**src/rtl/constraint_sample_sequencer.sv**
```systemverilog
// constraint_sample_sequencer
//
// Feeds pseudo-random candidate vectors to an external combinational
// constraint checker and streams out the candidates it accepts.
// A 32-bit Galois LFSR is stepped once per GEN cycle. Each stepped value
// fills one 32-bit word of the CAND_W-bit candidate, so one candidate
// takes CAND_W/32 cycles to build.
//
// Ports
//   clk, rst_n        : clock (rising edge), asynchronous active-low reset
//   start             : one-cycle pulse. Accepted only in IDLE or DONE.
//   seed              : LFSR seed loaded on an accepted start (0 -> 1)
//   num_samples       : samples to collect, captured on start
//   max_tries         : candidate budget, captured on start (0 = unlimited)
//   cand              : registered candidate driven to the checker
//   sat               : checker verdict for cand
//   out_valid/ready   : sample stream handshake
//   out_data          : sample payload, held while out_valid
//   busy/done/timeout : run status
//   accepted_cnt      : samples handed off this run (saturating)
//   tries_cnt         : candidates evaluated this run (saturating)
module constraint_sample_sequencer #(
  parameter int          CAND_W    = 512,
  parameter int          CHK_LAT   = 1,
  parameter logic [31:0] LFSR_TAPS = 32'h80200003
) (
  input  logic              clk,
  input  logic              rst_n,
  input  logic              start,
  input  logic [31:0]       seed,
  input  logic [15:0]       num_samples,
  input  logic [23:0]       max_tries,
  output logic [CAND_W-1:0] cand,
  input  logic              sat,
  output logic              out_valid,
  input  logic              out_ready,
  output logic [CAND_W-1:0] out_data,
  output logic              busy,
  output logic              done,
  output logic              timeout,
  output logic [15:0]       accepted_cnt,
  output logic [23:0]       tries_cnt
);

  localparam int WORDS = CAND_W / 32;
  localparam int WW    = (WORDS > 1) ? $clog2(WORDS) : 1;
  // The check counter runs 0..CHK_LAT-1. sat is sampled in the last of these cycles.
  localparam int CW    = (CHK_LAT > 1) ? $clog2(CHK_LAT) : 1;

  typedef enum logic [2:0] {
    S_IDLE,
    S_GEN,
    S_CHECK,
    S_EMIT,
    S_DONE
  } state_t;

  state_t          state_reg, state_next;
  logic [31:0]     lfsr_reg;
  logic [31:0]     lfsr_step;
  logic [WW-1:0]   word_idx_reg;
  logic [CW-1:0]   chk_cnt_reg;
  logic [15:0]     num_samples_reg;
  logic [23:0]     max_tries_reg;
  logic            timeout_next;

  logic            start_ok;
  logic            gen_last;
  logic            sample_now;
  logic            handshake;
  logic            last_try;
  logic            budget_spent;
  logic            target_met;
  logic [23:0]     tries_inc;
  logic [15:0]     acc_inc;

  assign lfsr_step = lfsr_reg[0] ? ((lfsr_reg >> 1) ^ LFSR_TAPS) : (lfsr_reg >> 1);

  assign start_ok   = start && ((state_reg == S_IDLE) || (state_reg == S_DONE));
  assign gen_last   = (state_reg == S_GEN) && (word_idx_reg == WW'(WORDS - 1));
  assign sample_now = (state_reg == S_CHECK) && (chk_cnt_reg == CW'(CHK_LAT - 1));
  assign handshake  = (state_reg == S_EMIT) && out_ready;

  assign tries_inc = (tries_cnt == 24'hFFFFFF) ? tries_cnt : tries_cnt + 24'd1;
  assign acc_inc   = (accepted_cnt == 16'hFFFF) ? accepted_cnt : accepted_cnt + 16'd1;

  // Compared one bit wider so that the +1 can never wrap into a false match.
  assign last_try     = (max_tries_reg != 24'd0) &&
                        (({1'b0, tries_cnt} + 25'd1) == {1'b0, max_tries_reg});
  // In EMIT the try that produced the sample has already been counted.
  assign budget_spent = (max_tries_reg != 24'd0) && (tries_cnt == max_tries_reg);
  assign target_met   = (({1'b0, accepted_cnt} + 17'd1) == {1'b0, num_samples_reg});

  // Status outputs decode the state register only. This keeps sat off every
  // output path, and out_valid drops as soon as reset is asserted.
  assign out_valid = (state_reg == S_EMIT);
  assign busy      = (state_reg == S_GEN) || (state_reg == S_CHECK) || (state_reg == S_EMIT);
  assign done      = (state_reg == S_DONE);

  always_ff @(posedge clk or negedge rst_n) begin
    if (!rst_n) begin
      state_reg <= S_IDLE;
      timeout   <= 1'b0;
    end else begin
      state_reg <= state_next;
      timeout   <= timeout_next;
    end
  end

  always_comb begin
    state_next   = state_reg;
    timeout_next = timeout;
    case (state_reg)
      S_IDLE, S_DONE: begin
        if (start_ok) begin
          state_next   = (num_samples == 16'd0) ? S_DONE : S_GEN;
          timeout_next = 1'b0;
        end
      end
      S_GEN: begin
        if (gen_last) begin
          state_next = S_CHECK;
        end
      end
      S_CHECK: begin
        if (sample_now) begin
          if (sat) begin
            state_next = S_EMIT;
          end else if (last_try) begin
            state_next   = S_DONE;
            timeout_next = 1'b1;
          end else begin
            state_next = S_GEN;
          end
        end
      end
      S_EMIT: begin
        if (out_ready) begin
          if (target_met) begin
            state_next   = S_DONE;
            timeout_next = 1'b0;
          end else if (budget_spent) begin
            state_next   = S_DONE;
            timeout_next = 1'b1;
          end else begin
            state_next = S_GEN;
          end
        end
      end
      default: begin
        state_next = S_IDLE;
      end
    endcase
  end

  always_ff @(posedge clk or negedge rst_n) begin
    if (!rst_n) begin
      lfsr_reg        <= 32'd1;
      word_idx_reg    <= '0;
      chk_cnt_reg     <= '0;
      num_samples_reg <= 16'd0;
      max_tries_reg   <= 24'd0;
      cand            <= '0;
      out_data        <= '0;
      accepted_cnt    <= 16'd0;
      tries_cnt       <= 24'd0;
    end else begin
      if (start_ok) begin
        num_samples_reg <= num_samples;
        max_tries_reg   <= max_tries;
        lfsr_reg        <= (seed == 32'd0) ? 32'd1 : seed;
        accepted_cnt    <= 16'd0;
        tries_cnt       <= 24'd0;
      end

      // The word index restarts at zero every time GEN is left.
      word_idx_reg <= ((state_reg == S_GEN) && !gen_last) ? word_idx_reg + 1'b1 : '0;
      chk_cnt_reg  <= ((state_reg == S_CHECK) && !sample_now) ? chk_cnt_reg + 1'b1 : '0;

      if (state_reg == S_GEN) begin
        lfsr_reg <= lfsr_step;
        for (int i = 0; i < WORDS; i++) begin
          if (word_idx_reg == WW'(i)) begin
            cand[32*i +: 32] <= lfsr_step;
          end
        end
      end

      if (sample_now) begin
        tries_cnt <= tries_inc;
        if (sat) begin
          out_data <= cand;
        end
      end

      if (handshake) begin
        accepted_cnt <= acc_inc;
      end
    end
  end

endmodule

```
**config.mk**
```make
export PLATFORM = sky130hd
export DESIGN_NAME = constraint_sample_sequencer
export DESIGN_NICKNAME = d
export VERILOG_FILES = /design/src/rtl/constraint_sample_sequencer.sv
export SDC_FILE = /design/constraint.sdc
export NUM_CORES = 1
export LEC_CHECK = 0
export CAP_MARGIN = 5
export CORE_AREA = 2 2 449 451
export CTS_BUF_LIST = sky130_fd_sc_hd__clkbuf_4 sky130_fd_sc_hd__clkbuf_8
export DETAILED_ROUTE_END_ITERATION = 16
export DIE_AREA = 0 0 451 453
export DONT_BUFFER_PORTS = 1
export GPL_ROUTABILITY_DRIVEN = 0
export HOLD_SLACK_MARGIN = 0.1
export PLACE_DENSITY = 0.38
export SYNTH_ARGS = -nofsm -noshare
export SYNTH_HDL_FRONTEND = slang
export SYNTH_SLANG_ARGS = --single-unit
```
**constraint.sdc**
```tcl
create_clock -name clk -period 3.8 [get_ports clk]
set_input_delay 0.95 -clock clk [delete_from_list [all_inputs] [get_ports clk]]
set_output_delay 0.95 -clock clk [all_outputs]
set_load 0.05 [all_outputs]
```
==> results.txt, run 1 <==
Status: completed
Root Buffer: clkbuf_8
Tightest Pin Transition: 1.18 ns
Min-delay src: seed[31]
Overall Power: 39.8 mW
Die Footprint: 204,000 um2
Worst path top cell family by delay: simple AND/OR/NAND/NOR gates
Largest family of logic cells by synthesized area: multiplexers
Htree depth: 4
Setup Buffers After CTS: 0
Fillcell total: 20,500
Unrepaired setup endpoints after global routing: no
Register area: 28,700 um2
Final WL: 182 mm
Pint: 23.2 mW
CP max stage delay: 0.65 ns
P_sw: 16.6 mW
CTS tree: yes
Req. time, crit path: 4.62 ns
Setup crit start: accepted_cnt[1]
Via density: 4.51
Hold Vio Cnt, Final: 0
Cell Rows: 164
Cell Pwr Density: 733 nW/um2
Hold depth: 2
Die height: 453 um
Flop-to-flop setup slack: 0.39 ns
DR iter-0 viols: 1,657
CP Class: register to register
R2r worst-path depth: 9
Area of the multi-input gates: 15,500 um2
Clk slew on worst S/H paths: 0.06 ns
DR pass1 iterations: 7
Die Span X: 451 um
EDFF count, synth: 0
Setup violators final: 0
Clock buffer depth: 3
Crit start category: register
Most common cell after layout, fill and taps aside: dfrtp_1
Slew Limit Fails: 0
CORE AREA: 199,000 um2
Worst slew margin: 21.0%
DRC viols: 0
Synth Register Bits: 1,145
Skew-Pair Late Insertion Delay: 0.99 ns
IO buf count: 0
Post-synth ARST share: 100%
Sink Count: 1,145
Sequential fraction of the synthesis area: 63.6%
CP arrival: 4.23 ns
Net Count, Synth: 3,249
Peak Freq: 293 MHz
Mux share of post-synthesis cell area: 24.6%
Placed Cells incl. Taps: 5,730
Non-Filler Instances: 6,199
Number of distinct library cells after synthesis: 70
Ys Warns: 0
Combinational share of power: 15.3%
Leak Pwr: 26.7 nW
Total CTS buffers: 212
Sw Ratio: 41.6%
Max_cap viols: 0
Min Clock Period, post-route: 3.41 ns
Final Skew: 0.0753 ns
Antenna violations before repair: 38
Post-Synthesis Cells: 3,166
ANT nets after route: 0
Ports: 1,145
Compound-gate portion of the synthesized area: 3.10%
CP max FO: 6
Grt ovf: 0
Layout area overhead: 20.4%
HP Class: input pin to register
Simple-gate share of the synthesized area: 5.14%
VDD IR max: 0.000309 V
Syn avg cell area: 14.2 um2
Main synth FF type: dfrtp_1
Initial Util: 22.6%
Fin Setup TNS: 0 ns
Area of the mapped netlist: 45,000 um2
Seq pwr share: 52.4%
Final net count: 3,445
GRT Util Overall: 17.3%
Vias in the first global route: 29,300
Commonest cells after routing, fill and taps aside: 1,135 x dfrtp_1, 977 x mux2_2, 275 x nand2_1
Post-synthesis xor/xnor area fraction: 1.30%
Routed wire per std cell: 29.3 um
Clock network fraction of total power: 32.3%
Hold Path End: lfsr_reg[31]
Worst R2R End: state_reg[0]
Worst Path Buf+Inv: 1
Fin crit share: 89.7%
DPL Wire Length: 129 mm
Share of cells above drive strength 1: 43.6%
Slowest CP cell: nor4_1
Worst setup EP type: register
Adder-Cell Fraction of Synth Area: 0.167%
Startpoint of the worst register-to-register path: accepted_cnt[1]
Routed vias: 27,900
Cells along the critical path: buf_4 > ha_1 > nand2_1 > nor3_1 > a31oi_1 > or4_1 > nor4_1 > nor3b_1 > a211o_1
First-pass GRT wire length: 250 mm
Largest net degree at the start of global routing: 116
==> worst max-delay path by stage <==
stage	to	slack, ns	cells after the start
6_report	state_reg[0]	0.39	9
5_1_grt	state_reg[0]	0.24	9
3_5_place_dp	state_reg[0]	0.52	8
4_1_cts	done	0.37	2
2_1_floorplan	state_reg[0]	0.65	9
3_3_place_gp	state_reg[0]	0.60	9
==> cell type report <==
| type | count | area share, % |
|---|---|---|
| repair buffers | 212 | 3.75 |
| multi-input cells | 1779 | 28.6 |
| well taps | 2656 | 6.13 |
| diodes | 22 | 0.102 |
| inverters | 12 | 0.0831 |
| clock buffers | 331 | 7.64 |
| clock inverters | 42 | 0.791 |
| flip-flops and latches | 1145 | 52.9 |
==> timing repair <==
item,in CTS,in global routing
gates resized for setup,0,0
endpoints found under the hold margin,143,0
hold buffers,74,0
==> metrics by stage <==
| step | setup WS (ns) | util (%) | cell area (um2) | hold slack [ns] |
|---|---|---|---|---|
| global route | 0.244 | 27.2 | 54200 | 0.231 |
| CTS | 0.368 | 27.2 | 54200 | 0.230 |
| detailed placement | 0.520 | 24.5 | 48900 | 0.488 |
| finish | 0.393 | 27.2 | 54200 | 0.302 |
| global placement | 0.599 | 24.5 | 48900 | 0.487 |
| floorplan | 0.651 | - | 45000 | 0.465 |
==> synth_stat cells (21+ instances only) <==
cell	instances	area share [%]
clkbuf_1	180	1.5
dfrtp_1	1144	64
nor2_1	53	0.44
nand3_1	21	0.23
nor4_1	33	0.46
xnor2_1	34	0.66
buf_1	31	0.26
a22oi_1	28	0.47
nand2_1	292	2.4
mux2_2	977	24
xor2_1	33	0.64
o21ai_0	102	1.1
==> power by group through the flow <==
stage               registers (mW)  clock network (mW)  logic [mW]
floorplan                     19.2                   0        3.98
global placement              21.2                   0        6.09
detailed placement            21.2                   0        6.13
CTS                           21.0                13.3        6.24
global route                  21.1                13.9        6.68
finish                        20.8                12.8        6.09
==> layer usage <==
metal,GRT usage [%],wire (um)
met1,20.4,71300
met2,29.9,91400
met3,5.00,13000
met4,6.30,6240
met5,0,27
==> worst register-to-register path, cell delays in order, from the launching register on <==
cell and delay (ns):
dfrtp_1 0.32, buf_4 0.25, ha_1 0.31, nand2_1 0.18, nor3_1 0.42, a31oi_1 0.15
or4_1 0.53, nor4_1 0.65, nor3b_1 0.15, a211o_1 0.31
==> logic make-up after synthesis <==
family | after synthesis
fa+ha+maj | 6
flops | 1145
buf+inv | 242
other cells | 1
xor+xnor | 67
mux | 984
simple gates | 499
compound gates | 222
No activity file was read; power rests on OpenSTA's default activity.
==> run 2, diff against run 1 <==
Settings changed: GPL_ROUTABILITY_DRIVEN 0 to default.
==> results of run 2 <==
Final layout, timing and power as in run 1 (identical DEF).
==> run 3, diff against run 2 <==
Settings changed: PLACE_DENSITY 0.38 to default, PLACE_DENSITY_LB_ADDON from default to 0.25.
==> results.txt, run 3 (synthesis gave the netlist of run 1 again) <==
Status: finished with violations (was completed)
Failing checks: negative hold slack
Htree depth: 4 (unchanged)
Die height: 453 um (unchanged)
Tightest Pin Transition: 1.31 ns (was 1.18 ns)
Req. time, crit path: 2.85 ns (was 4.62 ns)
Via density: 4.55 (was 4.51)
Pint: 23.4 mW (was 23.2 mW)
CP max FO: 14 (was 6)
Resize count post-CTS: 0 (unchanged)
Peak Freq: 298 MHz (was 293 MHz)
First-pass GRT wire length: 245 mm (was 250 mm)
CP Class: register to primary output (was register to register)
Cell Pwr Density: 737 nW/um2 (was 733 nW/um2)
Largest net degree at the start of global routing: 227 (was 116)
Placed cell area: 48,600 um2 (was 48,900 um2)
Combinational share of power: 14.8% (was 15.3%)
Vias in the first global route: 28,800 (was 29,300)
Antenna violations before repair: 40 (was 38)
Hold Vio Cnt, Final: 178 (was 0)
Fin Setup TNS: 0 ns (unchanged)
Cell Rows: 164 (unchanged)
DRC viols: 0 (unchanged)
Setup violators final: 0 (unchanged)
Clock buffer depth: 3 (unchanged)
Clk slew on worst S/H paths: 0.06 ns (about the same)
Skew-Pair Late Insertion Delay: 0.96 ns (was 0.99 ns)
Seq pwr share: 52.9% (was 52.4%)
Share of cells above drive strength 1: 43.3% (was 43.6%)
Most common cell after layout, fill and taps aside: dfrtp_1 (unchanged)
Layout area overhead: 20.1% (was 20.4%)
Setup Buffers After CTS: 0 (unchanged)
Cell area after layout: 54,100 um2 (was 54,200 um2)
Fin util: 27.2% (about the same)
VDD IR max: 0.000305 V (was 0.000309 V)
Slew Limit Fails: 0 (unchanged)
Sw Ratio: 41.4% (was 41.6%)
GRT Util Overall: 17.0% (was 17.3%)
Min Clock Period, post-route: 3.35 ns (was 3.41 ns)
HP Class: input pin to async pin (was input pin to register)
Initial Util: 22.6% (unchanged)
Hold bufs inserted after CTS: 74 (unchanged)
Routed vias: 28,100 (was 27,900)
Routed wire per std cell: 29.1 um (was 29.3 um)
Die Footprint: 204,000 um2 (unchanged)
CP arrival: 2.40 ns (was 4.23 ns)
Fin crit share: 88.2% (was 89.7%)
Pre-CTS setup slack: 0.298 ns (was 0.520 ns)
Leak Pwr: 26.6 nW (was 26.7 nW)
Total CTS buffers: 203 (was 212)
CORE AREA: 199,000 um2 (unchanged)
DR iter-0 viols: 1,906 (was 1,657)
Die Span X: 451 um (unchanged)
Commonest cells after routing, fill and taps aside: 1,133 x dfrtp_1, 977 x mux2_2, 275 x nand2_1 (was 1,135 x dfrtp_1, 977 x mux2_2, 275 x nand2_1)
DPL Wire Length: 127 mm (was 129 mm)
Unrepaired setup endpoints after global routing: no (unchanged)
Grt ovf: 0 (unchanged)
Sink Count: 1,145 (unchanged)
P_sw: 16.5 mW (was 16.6 mW)
Final estimated routing congestion in global placement: 0.895 (was 0.901)
Worst setup EP type: primary output (was register)
Final net count: 3,419 (was 3,445)
Worst slew margin: 12.8% (was 21.0%)
IO buf count: 0 (unchanged)
Ports: 1,145 (unchanged)
Final Skew: 0.0485 ns (was 0.0753 ns)
Root Buffer: clkbuf_8 (unchanged)
Clock network fraction of total power: 32.3% (about the same)
Crit start category: register (unchanged)
DR pass1 iterations: 5 (was 7)
Max_cap viols: 0 (unchanged)
CTS tree: yes (unchanged)
ANT nets after route: 0 (unchanged)
WHS: -0.303 ns (was 0.302 ns)
Post-route setup slack: 0.450 ns (was 0.393 ns)
Final WL: 180 mm (was 182 mm)
## run 3: worst paths after layout
check / cells after the start / end / slack [ns] / start
worst max-delay path: 2 / done / 0.45 / state_reg[0]
worst min-delay path: 0 / out_data[198] / -0.30 / rst_n
worst max register to register: 9 / state_reg[0] / 0.51 / tries_cnt[0]
worst min register to register: 2 / num_samples_reg[4] / 0.52 / num_samples_reg[4]
max in group asynchronous: 2 / lfsr_reg[17] / 1.48 / rst_n
min in group clk: 3 / state_reg[1] / 0.37 / out_ready
## run 3: final cells by class
cell class	instances	area, um2
antenna	25	62.6
timing repair buffer	195	1900
clock buffer	323	3950
sequential	1145	28700
inverter	12	45.0
fill	20600	145000
tap	2656	3320
multi-input combinational	1779	15500
clock inverter	49	624
## run 3: critical path, cell delays in order (launching register included)
cell	delay, ns
dfrtp_1	0.51
nor2_1	0.32
and2_1	0.61
## run 3: metrics by stage
step / power, mW / std cells
4_1_cts: 40.5 / 6154
3_5_place_dp: 27.3 / 5708
3_3_place_gp: 27.3 / 5708
2_1_floorplan: 23.1 / 3166
6_report: 39.9 / 6184
5_1_grt: 41.6 / 6174
## run 3: power by group through the flow
stage	sequential [mW]	combinational (mW)	clock, mW
after floorplan	19.2	3.98	0
after global placement	21.4	5.87	0
after detailed placement	21.4	5.94	0
after CTS	21.2	6.04	13.3
after global routing	21.3	6.46	13.8
final	21.1	5.91	12.9
## run 3: routing by layer
metal,global-route usage (%),vias to the layer above,share of wire [%],wire length (um)
met1,20.1,15200,39,70700
met5,0,-,0.015,27
li1,-,11600,-,-
met3,5.29,272,7.8,14000
met2,29.0,1154,50,90400
met4,5.75,4,2.8,4980
